<file path="config.mk">
export PLATFORM = sky130hd
export DESIGN_NAME = spike_decoder
export DESIGN_NICKNAME = d
export VERILOG_FILES = /design/src/rtl/spike_decoder.sv
export SDC_FILE = /design/constraint.sdc
export NUM_CORES = 1
export LEC_CHECK = 0
export CAP_MARGIN = 30
export CORE_UTILIZATION = 35
export CTS_CLUSTER_DIAMETER = 200
export DETAILED_ROUTE_END_ITERATION = 8
export GPL_TIMING_DRIVEN = 0
export SKIP_LAST_GASP = 1
export SYNTH_ARGS = -nofsm -noshare
export SYNTH_HDL_FRONTEND = slang
export SYNTH_SLANG_ARGS = --single-unit
</file>
<file path="constraint.sdc">
create_clock -name clk -period 1.7 [get_ports clk]
set_input_delay 0.51 -clock clk [delete_from_list [all_inputs] [get_ports clk]]
set_output_delay 0.51 -clock clk [all_outputs]
set_load 0.005 [all_outputs]
</file>
<file path="src/rtl/spike_decoder.sv">
// spike_decoder
//   Decodes a thermometer-coded spike train into a spike time. A start
//   request opens a window of P = 2^TP_W cycles. During the window,
//   time_val counts 0..P-1 in lockstep with the external spike generator.
//   Each rising edge of the window samples spike_in once.
//   After the last sample the result is held in HOLD until it is accepted.
//
// Ports
//   clk        in   sole clock, rising edge
//   rst_n      in   asynchronous active-low reset
//   start      in   open one decode window (honoured in IDLE, or in HOLD on accept)
//   spike_in   in   spike train, high for the first N cycles of a window
//   time_val   out  [TP_W:0] window time index t, or P outside the window
//   busy       out  high while in WINDOW
//   out_valid  out  decoded result available (HOLD)
//   out_ready  in   consumer accepts the result
//   dec_time   out  [TP_W-1:0] count of leading high samples
//   dec_null   out  window contained only low samples
//   dec_err    out  train was not thermometer-shaped, or was all high
module spike_decoder #(
  parameter int unsigned TP_W = 3
) (
  input  logic            clk,
  input  logic            rst_n,
  input  logic            start,
  input  logic            spike_in,
  output logic [TP_W:0]   time_val,
  output logic            busy,
  output logic            out_valid,
  input  logic            out_ready,
  output logic [TP_W-1:0] dec_time,
  output logic            dec_null,
  output logic            dec_err
);

  localparam int unsigned P = 1 << TP_W;
  localparam logic [TP_W:0]   T_IDLE   = (TP_W+1)'(P);
  localparam logic [TP_W:0]   T_LAST   = (TP_W+1)'(P - 1);
  localparam logic [TP_W-1:0] LEAD_MAX = '1;

  typedef enum logic [1:0] {IDLE, WINDOW, HOLD} state_e;

  state_e          state_q,     state_d;
  logic [TP_W:0]   time_q,      time_d;
  logic            busy_q,      busy_d;
  logic            out_valid_q, out_valid_d;
  logic [TP_W-1:0] lead_q,      lead_d;
  logic            low_q,       low_d;
  logic            err_q,       err_d;
  logic [TP_W-1:0] dec_time_q,  dec_time_d;
  logic            dec_null_q,  dec_null_d;
  logic            dec_err_q,   dec_err_d;
  logic            win_start;

  always_comb begin
    state_d     = state_q;
    time_d      = time_q;
    busy_d      = busy_q;
    out_valid_d = out_valid_q;
    lead_d      = lead_q;
    low_d       = low_q;
    err_d       = err_q;
    dec_time_d  = dec_time_q;
    dec_null_d  = dec_null_q;
    dec_err_d   = dec_err_q;
    win_start   = 1'b0;

    case (state_q)
      IDLE: begin
        if (start) win_start = 1'b1;
      end

      WINDOW: begin
        // A high sample counts only before the first low sample.
        // A high sample after a low sample marks the train malformed.
        // A P-th leading high also marks it malformed, and lead saturates at P-1.
        if (spike_in) begin
          if (low_q)                  err_d  = 1'b1;
          else if (lead_q == LEAD_MAX) err_d = 1'b1;
          else                         lead_d = lead_q + 1'b1;
        end else begin
          low_d = 1'b1;
        end

        if (time_q == T_LAST) begin
          // The result registers take the post-sample values directly,
          // so the final sample is included in the result.
          state_d     = HOLD;
          time_d      = T_IDLE;
          busy_d      = 1'b0;
          out_valid_d = 1'b1;
          dec_time_d  = lead_d;
          dec_err_d   = err_d;
          dec_null_d  = (lead_d == '0) && !err_d;
        end else begin
          time_d = time_q + 1'b1;
        end
      end

      HOLD: begin
        if (out_ready) begin
          out_valid_d = 1'b0;
          if (start) win_start = 1'b1;
          else       state_d   = IDLE;
        end
      end

      default: state_d = IDLE;
    endcase

    if (win_start) begin
      state_d     = WINDOW;
      time_d      = '0;
      busy_d      = 1'b1;
      out_valid_d = 1'b0;
      lead_d      = '0;
      low_d       = 1'b0;
      err_d       = 1'b0;
      dec_time_d  = '0;
      dec_null_d  = 1'b0;
      dec_err_d   = 1'b0;
    end
  end

  always_ff @(posedge clk or negedge rst_n) begin
    if (!rst_n) begin
      state_q     <= IDLE;
      time_q      <= T_IDLE;
      busy_q      <= 1'b0;
      out_valid_q <= 1'b0;
      lead_q      <= '0;
      low_q       <= 1'b0;
      err_q       <= 1'b0;
      dec_time_q  <= '0;
      dec_null_q  <= 1'b0;
      dec_err_q   <= 1'b0;
    end else begin
      state_q     <= state_d;
      time_q      <= time_d;
      busy_q      <= busy_d;
      out_valid_q <= out_valid_d;
      lead_q      <= lead_d;
      low_q       <= low_d;
      err_q       <= err_d;
      dec_time_q  <= dec_time_d;
      dec_null_q  <= dec_null_d;
      dec_err_q   <= dec_err_d;
    end
  end

  assign time_val  = time_q;
  assign busy      = busy_q;
  assign out_valid = out_valid_q;
  assign dec_time  = dec_time_q;
  assign dec_null  = dec_null_q;
  assign dec_err   = dec_err_q;

endmodule
</file>
### Yosys cells after proc, flatten, opt, wreduce, memory -nomap -nowiden

Cells that the tools add are included.

* add/sub/neg operators: 2
* $mul: 0
* divide/modulo/power cells: 0
* $lt $le $gt $ge: 0
* equality and inequality tests: 9
* shifts and indexed selects: 0
* muxes and demuxes: 42
* bitwise operators: 0
* reductions and logical operators: 11

Operators with widths (number)
* 3-bit 2-to-1 mux: 9
* 1-bit 2-to-1 mux: 23
* 4-bit 2-to-1 mux: 3
* 3-bit != test, second input constant: 3
* 2-bit 2-to-1 mux: 4
* 2-bit case mux with 3 select lines: 1
* 4-bit by 1-bit adder with 4-bit output, second input constant: 1
* 4-bit by 3-bit == test with 1-bit output, second input constant: 1
* 1-bit case mux with 2 select lines: 2
* 2-bit AND reduction: 2
* 4-bit AND reduction: 1
* 2-bit nonzero test: 2
* 3-bit by 1-bit adder with 3-bit output, second input constant: 1
* 3-bit == test, second input constant: 1
* 3-bit zero test: 1
* 3-bit AND reduction: 1
* 3-bit nonzero test: 1
* 2-bit by 1-bit == test with 1-bit output, second input constant: 1
* 2-bit == test, second input constant: 1
* 2-bit zero test: 1
* 2-bit by 1-bit != test with 1-bit output, second input constant: 1
* 2-bit != test, second input constant: 1
* 1-bit logical AND: 1
* 1-bit zero test: 1

* register bits: 18
* bits in latches: 0
* memory bits (writable): 0
* memory bits (read-only): 0
* input port bits: 5
* output and inout port bits: 11
* logic and storage cells: 74
* memories kept: 0

### Longest topological paths before layout

Gate-level depths: netlist (run 1).

* word-level depth: 10
* depth in mapped cells: 5
* depth with buffers taken out: 5

### Worst setup path after synthesis (run 1)

No wires, ideal clock.

* kind: flip-flop to flip-flop
* start point: reg time_q[0] (netlist: time_val[0])
* end point: reg dec_err_q (netlist: dec_err)
* library setup time: 78 ps
* arrival time: 1265 ps
* required time: 1622 ps
* slack: 358 ps
* stages on the path, launching flop included: 6
* buffers on the path: 0
* clock period less this slack: 1342 ps
* cell sequence: dfrtp_1 ha_1 and3b_2 and2_4 nor2_2 o2bb2ai_1

* longest elaborated chain between the ends: 3

RTL lines
* from (decl): RTL line 44 `logic [TP_W:0] time_q, time_d;`
* from (signal assigned): RTL line 139 `time_q <= time_d;`
* 4-bit by 3-bit == test with 1-bit output: RTL line 85 `if (time_q == T_LAST) begin`
* 2-bit nonzero test (no line)
* 2-bit AND reduction (no line)
* to (signal assigned): RTL line 147 `dec_err_q <= dec_err_d;`
* to (decl): RTL line 52 `logic dec_err_q, dec_err_d;`

No other way between the ends.
A chain may end at the register's enable or synchronous reset.

### Worst setup path in the final report (run 1)

* start point: reg out_valid_q (netlist: out_valid)
* end point: out out_valid

RTL lines
* from (decl): RTL line 46 `logic out_valid_q, out_valid_d;`
* from (signal assigned): RTL line 141 `out_valid_q <= out_valid_d;`
* to (decl): RTL line 29 `output logic out_valid,`

No word-level cell between the ends.

==> results of run 1 <==
## metal layers
layer  part of all wire  GRT usage
met2               0.47      0.259
met4             0.0054     0.0676
met5                  0          0
met3              0.035     0.0322
met1               0.49      0.208
## metrics by stage
step	utilization	cell area (µm²)	setup slack (ns)
4_1_cts	0.493	1120	0.00723
3_5_place_dp	0.464	1060	-0.300
3_3_place_gp	0.464	1060	-0.299
5_1_grt	0.511	1160	-0.00987
2_1_floorplan	-	871	0.358
6_report	0.511	1160	0.0432
## how the worst max path moves through the flow
stage / cells past startpoint / to / start
final: 1 / out_valid / out_valid$_DFFE_PN0P_
after global routing: 1 / out_valid / out_valid$_DFFE_PN0P_
after CTS: 1 / out_valid / out_valid$_DFFE_PN0P_
after detailed placement: 5 / dec_time[2]$_DFFE_PN0P_ / out_ready
after global placement: 5 / dec_err$_DFFE_PN0P_ / out_ready
after floorplan: 5 / dec_err$_DFFE_PN0P_ / time_val[0]$_DFFE_PN0P_
## flip-flops by register name (all words and copies together) (netlist names)
signal,cells
out_valid,1
err_q,1
busy,1
lead_q,3
low_q,1
dec_err,1
dec_null,1
dec_time,3
state_q,2
time_val,4
## layout by cell type, fill, tap and decap left out, types with 6 or more instances in the layout
cell type,count
nor2_1,11
o21ai_0,8
nand2_1,11
dfrtp_1,17
dlymetal6s2s_1,8
clkdlybuf4s50_1,6
a21oi_1,7
buf_4,7
## cell type report
cell class,count,share of cell area
well taps,28,0.0301
multi-input cells,67,0.360
plain buffers,1,0.00646
flip-flops and latches,18,0.389
clock buffers,4,0.0312
repair buffers,21,0.184
## report_power, final
part | switching, W | total [W] | internal (W) | leakage (nW)
Combinational | 0.000397 | 0.000867 | 0.000471 | 0.395
Clock | 0.000137 | 0.000267 | 0.000130 | 0.0210
Sequential | 0.000121 | 0.000714 | 0.000593 | 0.216
Total | 0.000654 | 0.00185 | 0.00119 | 0.633
## kinds of logic after synthesis
family	after synthesis
simple gates	38
buf+inv	1
flops	18
fa+ha+maj	2
compound gates	21
mux	3
xor+xnor	3
## what timing repair did
item / CTS / global route
setup endpoints to repair: 4 / 13
hold buffers: 0 / 0
gates cloned: 0 / 0
buffers inserted: 4 / 2
gates resized for setup: 1 / 9
==> results.md, run 1 <==
- Avg Cell Area, Syn: 10.1 µm²
- ANT cells: 0
- Vias in the first global route: between 700 and 800
- Maximum root-to-sink buffer count: 2
- Final Setup Violations: 0
- Sink Count: 18
- CP max stage cell: clkdlybuf4s50_1
- TritonCTS clock tree: done
- Max Cap Viol: 0
- Worst Hold Launch: dec_null$_DFFE_PN0P_
- Static leakage: 0.633 nW
- Seq/Total Area, Yosys: 0.519
- Fill count: 210
- Synthesized area: 871 µm²
- Status: complete, no violations
- Synth Area in Compound Gates: 0.142
- Mapped Cells: 86
- CTS HTree Levels: 1
- Crit-path max cell delay: 0.49 ns
- Clock Latency Late Sink: about 0.29 ns
- Xor and xnor area share after synthesis: 0.0302
- Vias/cell: 5.02
- Setup Skew: 0.00525 ns
- Total CTS buffers: 3
- # rows: 17
- Worst-Margin Slew: 0.811 ns
- Clk root buf: clkbuf_4
- Mux contribution to synthesized area: 0.0345
- Simple-gate portion of the synthesized area: 0.237
- Synth Flop Type: dfrtp_1
- Largest family of logic cells by synthesized area: simple AND/OR/NAND/NOR gates
- Hold path endpoint: dec_null$_DFFE_PN0P_
- DRC: 0
- DP Wirelength: 1.22 mm
- IO Pins: 16
- Crit-path cells: clkdlybuf4s50_1
- Yosys top cell by area: dfrtp_1
- Drt wl/cell: 13.3 µm
- Reg2reg path depth: 6
- CP max FO: 2
- Post-synthesis adder-cell area fraction: 0.0287
- Die area: around 0.0027 mm²
- Area contributors post-synth: dfrtp_1 (49%), nand2_1 (4.7%), nor2_1 (4.7%)
- Min Hold Slack: between 0.5 and 0.6 ns
- Post-synth EDFFs: 0
- Layout Nets: 119
- Slew Limit Fails: 0
- Worst hold path class: reg2reg
- 1st-pass router iterations: 4
- Core footprint: roughly 0.0023 mm²
- Final WL: 1.86 mm
- Worst R2R Setup Slack: between 0.1 and 0.15 ns
- Remaining global-route overflow: 0
- R2R Path Start: time_val[0]$_DFFE_PN0P_
- Starting Density: 0.383
- Seq. cell area: 452 µm²
- Worst R2R End: dec_time[2]$_DFFE_PN0P_
- Crit share post-route: 0.975
- Placed cells: around 130
- Clock slew at reported path FFs: 0.11 ns
- Fmax: 0.604 GHz
- Global-route wire length before repair: 3.08 mm
- Largest net degree at the start of global routing: 19
- Asr flop ratio synth: 1.00
- CP Class: reg2out
- Min Tclk post-route: around 1.7 ns
- Hold Path Depth: 1
- VDD IR max: 0.804 mV
- Critical Path AT: 1.15 ns
- Total power: 0.00185 W
- Initial antenna violation count: 0
- Yosys warnings: 0
- GPL Wtd Cong: 0.711
- Slew headroom: 0.457
- Die height: 51.9 µm
- FF+latch count, synth: 18
- Routed vias: 698
- Antenna viol nets, final: 0
- Area delta synth->final: 33.5%
- Worst Setup End Kind: output pin
- Synth top cells by count: dfrtp_1 (17), nand2_1 (11), nor2_1 (11)
- Top cell type's share of synthesized area: 0.489
- Setup TNS: 0 ns
- Multi-input combinational cell area: roughly 420 µm²
- RSZ-0062 raised after global routing: true
- Share of cells above drive strength 1: 0.162
- Global-route usage over all layers: 0.161
- Most common cell in the netlist: dfrtp_1
- Fin cells: between 100 and 150
- Final hold viol count: 0
- PwrDens: 1590 mW/mm²
- DRT iter0 DRCs: 7
- Port bufs: 15
- Delay-heaviest family, CP: buffers and inverters
- Required time worst endpoint: 1.19 ns
- Die width: 51.9 µm
- Post-Syn Nets: 93
- Crit path buf inv count: 1
- Type of origin of the critical path: register
- Synth cell types: 27
No activity file was read; power rests on OpenSTA's default activity.
==> run 2, diff against run 1 <==
==> constraint.sdc (replaced) <==
create_clock -name clk -period 1.9 [get_ports clk]
set_input_delay 0.57 -clock clk [delete_from_list [all_inputs] [get_ports clk]]
set_output_delay 0.57 -clock clk [all_outputs]
set_load 0.005 [all_outputs]
==> results.md, run 2 (synthesized netlist as in run 1, its figures left out) <==
- Net Sw Power: 0.000567 W (-13%)
- RSZ-0062 raised after global routing: false
- Vias in the first global route: 683 (-2.7%)
- Vias/cell: 5.07 (+1.1%)
- Share of cells above drive strength 1: 0.132 (-0.0301)
- Type of origin of the critical path: register
- Final worst setup slack: 0.0882 ns (+0.0449 ns)
- Commonest non-fill, non-tap cells in the layout: dfrtp_1 (16), clkdlybuf4s50_1 (14), nand2_1 (11), nor2_1 (11), o21ai_0 (8)
- Fmax: ~0.55 GHz
- Required time worst endpoint: 1.33 ns (+0.14 ns)
- Largest register FFs: 4 (unchanged)
- Finished layout cell area: 0.00110 mm² (-5.4%)
- Commonest non-fill, non-tap cell in the layout: dfrtp_1
- Final Setup Violations: 0 (unchanged)
- Routed vias: 680 (-2.6%)
- Starting Density: 0.383 (unchanged)
- DRT iter0 DRCs: 8 (+1)
- CP Class: reg2out
- Reg2reg path depth: 5 (-1)
- Clk root buf: clkbuf_4
- Switching portion of total power: 0.355 (+0.000850)
- Status: complete, no violations
- Final hold viol count: 0 (unchanged)
- Clock power share: 0.149 (+0.004)
- Critical Path AT: 1.24 ns (+0.09 ns)
- Clock slew at reported path FFs: 0.11 ns (about the same)
- Seq pwr share: 0.417 (+0.031)
- Static leakage: 0.502 nW (-21%)
- Sink Count: 18 (unchanged)
- CP max FO: 5 (+3)
- Min Hold Slack: 0.489 ns (-0.0150 ns)
- TritonCTS clock tree: done
- Global-route usage over all layers: 0.157 (-0.00371)
- Worst hold path class: reg2reg
- Remaining global-route overflow: 0 (unchanged)
- Port bufs: 15 (unchanged)
- Layout Nets: 114 (-4.2%)
- 1st-pass router iterations: 4 (unchanged)
- Clock Latency Late Sink: 0.29 ns (about the same)
- Worst-Margin Slew: 0.812 ns (+0.000659 ns)
- Core footprint: 0.00228 mm² (unchanged)
- Crit-path cells: clkdlybuf4s50_1
- CTS HTree Levels: 1 (unchanged)
- Initial antenna violation count: 0 (unchanged)
- DRC: 0 (unchanged)
- Die area: 0.00269 mm² (unchanged)
- Die height: 51.9 µm (unchanged)
- Crit-path max cell delay: 0.52 ns (+0.03 ns)
- Pre-CTS WS: -0.160 ns (+0.140 ns)
- Die width: 51.9 µm (unchanged)
- Hold-fix buffers, CTS: 0 (unchanged)
- ANT cells: 0 (unchanged)
- Crit path buf inv count: 1 (unchanged)
- Antenna viol nets, final: 0 (unchanged)
- Placement Cell Area: 0.00106 mm² (unchanged)
- VDD IR max: 0.734 mV (-8.8%)
- Internal cell power: 0.00103 W (-14%)
- Global-route wire length before repair: 3.00 mm (-2.5%)
- Comb pwr share: 0.434 (-0.035)
- PwrDens: 1450 mW/mm² (-8.6%)
- CP max stage cell: clkdlybuf4s50_1
- Largest net degree at the start of global routing: 19 (unchanged)
- Maximum root-to-sink buffer count: 2 (unchanged)
- Area delta synth->final: 26.3%
- DP Wirelength: 1.22 mm (unchanged)
- Total CTS buffers: 3 (unchanged)
- Max Cap Viol: 0 (unchanged)
- Slew headroom: 0.457 (about the same)
- Worst Setup End Kind: output pin
- Delay-heaviest family, CP: buffers and inverters
- Hold Path Depth: 2 (+1)
- # rows: 17 (unchanged)
- Fill count: 215 (+2.4%)
- Final WL: 1.76 mm (-5.2%)
- CP Depth: 1 (unchanged)
- Setup Skew: 0.00520 ns (-0.0000450 ns)
- Drt wl/cell: 13.1 µm (-1.7%)
- GPL Wtd Cong: 0.711 (unchanged)
- IO Pins: 16 (unchanged)
- Total power: 0.00160 W (-14%)
- Slew Limit Fails: 0 (unchanged)
- Min Tclk post-route: about 1.8 ns
- Crit share post-route: 0.954
## run 2: path summary, 6_finish.rpt
check | end | startpoint | slack, ns
hold reg to reg | busy$_DFFE_PN0P_ | busy$_DFFE_PN0P_ | 0.49
max in group asynchronous | time_val[0]$_DFFE_PN0P_ | rst_n | 0.62
hold / removal | busy$_DFFE_PN0P_ | busy$_DFFE_PN0P_ | 0.49
setup / recovery | time_val[1] | time_val[1]$_DFFE_PN0P_ | 0.09
setup reg to reg | dec_null$_DFFE_PN0P_ | time_val[0]$_DFFE_PN0P_ | 0.42
min in group asynchronous | time_val[1]$_DFFE_PN0P_ | rst_n | 0.73
## run 2: per-layer routing
| layer | track usage | vias up | wire (µm) |
|---|---|---|---|
| li1 | - | 337 | - |
| met1 | 0.208 | 326 | 882 |
| met2 | 0.246 | 15 | 785 |
| met3 | 0.0322 | 2 | 78 |
| met4 | 0.0676 | 0 | 10 |
| met5 | 0 | - | 0 |
## run 2: repair_timing
action	in CTS	in global routing
setup buffers	1	0
pin swaps	0	0
setup endpoints to repair	1	1
gates cloned	0	0
gates resized for setup	1	1
## run 2: power by group through the flow
| stage | Sequential (W) | Combinational [W] | Clock [W] |
|---|---|---|---|
| floorplan | 0.000658 | 0.000408 | 0 |
| global placement | 0.000668 | 0.000674 | 0 |
| detailed placement | 0.000675 | 0.000688 | 0 |
| CTS | 0.000665 | 0.000701 | 0.000249 |
| global route | 0.000690 | 0.000775 | 0.000267 |
| finish | 0.000666 | 0.000694 | 0.000239 |
## run 2: per-stage QoR
step	instances	utilization	setup TNS, ns
final	134	0.483	0
after global routing	134	0.483	0
after CTS	134	0.483	0
after detailed placement	129	0.464	-0.750
after global placement	129	0.464	-0.708
after floorplan	86	-	0
## run 2: worst reg2reg max path: cells and delay by family (launching register included)
| family | cells | cell delay [ns] |
|---|---|---|
| AOI/OAI and AO/OA | 1 | 0.13 |
| and+or+nand+nor | 3 | 0.59 |
| DFF | 1 | 0.46 |
| adders and majority gates | 1 | 0.24 |
## run 2: layout make-up
cell class,instances,area (µm²),area share
Multi-Input combinational cell,67,412,0.374
Tap cell,28,35.0,0.0319
Timing Repair Buffer,16,156,0.142
Sequential cell,18,453,0.412
Buffer,1,7.51,0.00683
Clock buffer,4,36.3,0.0330
==> run 3, diff against run 2 <==
--- a/config.mk
+++ b/config.mk
@@ -6,10 +6,11 @@
 export NUM_CORES = 1
 export LEC_CHECK = 0
 export CAP_MARGIN = 30
-export CORE_UTILIZATION = 35
+export CORE_UTILIZATION = 50
 export CTS_CLUSTER_DIAMETER = 200
 export DETAILED_ROUTE_END_ITERATION = 8
 export GPL_TIMING_DRIVEN = 0
+export PLACE_DENSITY = 0.77
 export SKIP_LAST_GASP = 1
 export SYNTH_ARGS = -nofsm -noshare
 export SYNTH_HDL_FRONTEND = slang
==> results.md, run 3 (synthesized netlist as in run 1, its figures left out) <==
- Met1 wire length: 817 µm (-7.4%)
- Largest net degree at the start of global routing: 19 (unchanged)
- Crit-path cells: clkdlybuf4s50_1
- RSZ-0062 raised after global routing: false
- Setup Skew: 0.00555 ns (+0.000343 ns)
- Total CTS buffers: 3 (unchanged)
- PwrDens: 1470 mW/mm² (+1.0%)
- Status: complete, no violations
- Final hold viol count: 0 (unchanged)
- DRC: 0 (unchanged)
- Initial antenna violation count: 0 (unchanged)
- Type of origin of the critical path: register
- Slew Limit Fails: 0 (unchanged)
- Required time worst endpoint: 1.33 ns (about the same)
- VDD IR max: 0.762 mV (+3.8%)
- Layout Nets: 114 (unchanged)
- Worst-Margin Slew: 0.812 ns (-0.000135 ns)
- Crit-path max cell delay: 0.53 ns (about the same)
- Sink Count: 18 (unchanged)
- Finished layout cell area: 0.00109 mm² (-1.1%)
- Metal2 WL: 828 µm (+5.5%)
- 1st-pass router iterations: 4 (unchanged)
- Commonest non-fill, non-tap cells in the layout: dfrtp_1 (17), clkdlybuf4s50_1 (14), nand2_1 (11), nor2_1 (11), o21ai_0 (8)
- DRT iter0 DRCs: 22 (+14)
- Die width: 43.7 µm (-16%)
- Delay-heaviest family, CP: buffers and inverters
- CP max FO: 6 (+1)
- Largest register FFs: 4 (unchanged)
- Worst Setup End Kind: output pin
- Crit path buf inv count: 1 (unchanged)
- Routed vias: 697 (+2.5%)
- Clock slew at reported path FFs: 0.10 ns (about the same)
- Max layer used: met4
- Final Setup Violations: 0 (unchanged)
- Total power: 0.00160 W (-0.12%)
- Slew headroom: 0.457 (about the same)
- Global-route wire length before repair: 2.94 mm (-2.1%)
- CP Class: reg2out
- Vias in the first global route: 662 (-3.1%)
- Clk root buf: clkbuf_4
- Min Tclk post-route: 1.83 ns (+0.0172 ns)
- Final WL: 1.75 mm (-0.74%)
- Static leakage: 0.514 nW (+2.4%)
- Drt wl/cell: 14.3 µm (+9.0%)
- Critical Path AT: 1.26 ns (+0.02 ns)
- Starting Density: 0.559 (+0.176)
- CTS HTree Levels: 1 (unchanged)
- Share of cells above drive strength 1: 0.123 (-0.00943)
- Crit share post-route: 0.963 (+0.00905)
- TritonCTS clock tree: done
- Die area: 0.00191 mm² (-29%)
- Area delta synth->final: 24.9%
- IO Pins: 16 (unchanged)
- Final worst setup slack: 0.0709 ns (-0.0172 ns)
- # rows: 14 (-3)
- Remaining global-route overflow: 0 (unchanged)
- Pre-CTS WS: -0.126 ns (+0.0335 ns)
- CP max stage cell: clkdlybuf4s50_1
- ANT cells: 0 (unchanged)
- Commonest non-fill, non-tap cell in the layout: dfrtp_1
- Port bufs: 15 (unchanged)
- Max Cap Viol: 0 (unchanged)
- Die height: 43.7 µm (-16%)
- WL met3: 69 µm (-12%)
- Worst hold path class: reg2reg
- Clock Latency Late Sink: 0.30 ns (about the same)
- GPL Wtd Cong: 0.797 (+12%)
- Min Hold Slack: 0.499 ns (+0.0103 ns)
- Global-route usage over all layers: 0.210 (+0.0532)
- Fmax: 0.547 GHz (-0.94%)
- Placement Cell Area: 0.00104 mm² (-1.4%)
- Maximum root-to-sink buffer count: 2 (unchanged)
- Antenna viol nets, final: 0 (unchanged)
- Hold-fix buffers, CTS: 0 (unchanged)
- Core footprint: 0.00156 mm² (-32%)
- Vias/cell: 5.71 (+13%)
- DP Wirelength: 1.23 mm (+0.70%)
run 3: area by class of cell:
cell class	instances	area (µm²)
buffer	1	7.51
clock buffer	4	36.3
fill	118	472
multi-input combinational	67	412
sequential	18	452
tap	16	20.0
timing repair buffer	16	160
run 3: timing repair:
item | CTS | global route
endpoints found under the setup margin | 1 | 1
setup buffers | 1 | 0
hold endpoints to repair | 0 | 0
gates resized for setup | 0 | 1
run 3: metal layers:
metal	vias up	track usage
met1	329	0.284
met5	-	0
li1	340	-
met3	5	0.0250
met4	0	0.0938
met2	23	0.340
run 3: through the flow:
stage / util / instances / setup TNS (ns)
2_1_floorplan: - / 86 / 0
3_3_place_gp: 0.668 / 117 / -0.455
3_5_place_dp: 0.668 / 117 / -0.466
4_1_cts: 0.696 / 122 / 0
5_1_grt: 0.697 / 122 / 0
6_report: 0.697 / 122 / 0
run 3: final timing paths:
check	start	endpoint	slack [ns]	cells past startpoint
setup / recovery	time_val[0]$_DFFE_PN0P_	time_val[0]	0.07	1
hold / removal	busy$_DFFE_PN0P_	busy$_DFFE_PN0P_	0.50	2
setup reg to reg	time_val[0]$_DFFE_PN0P_	dec_null$_DFFE_PN0P_	0.40	5
hold reg to reg	busy$_DFFE_PN0P_	busy$_DFFE_PN0P_	0.50	2
max in group asynchronous	rst_n	dec_null$_DFFE_PN0P_	0.66	1
min in group asynchronous	rst_n	time_val[1]$_DFFE_PN0P_	0.73	1
run 3: report_power, final:
| group | switching [W] | internal (W) | total, W |
|---|---|---|---|
| clock | 0.000119 | 0.000117 | 0.000236 |
| sequential | 0.000137 | 0.000531 | 0.000669 |
| combinational | 0.000309 | 0.000384 | 0.000692 |
| total | 0.000565 | 0.00103 | 0.00160 |
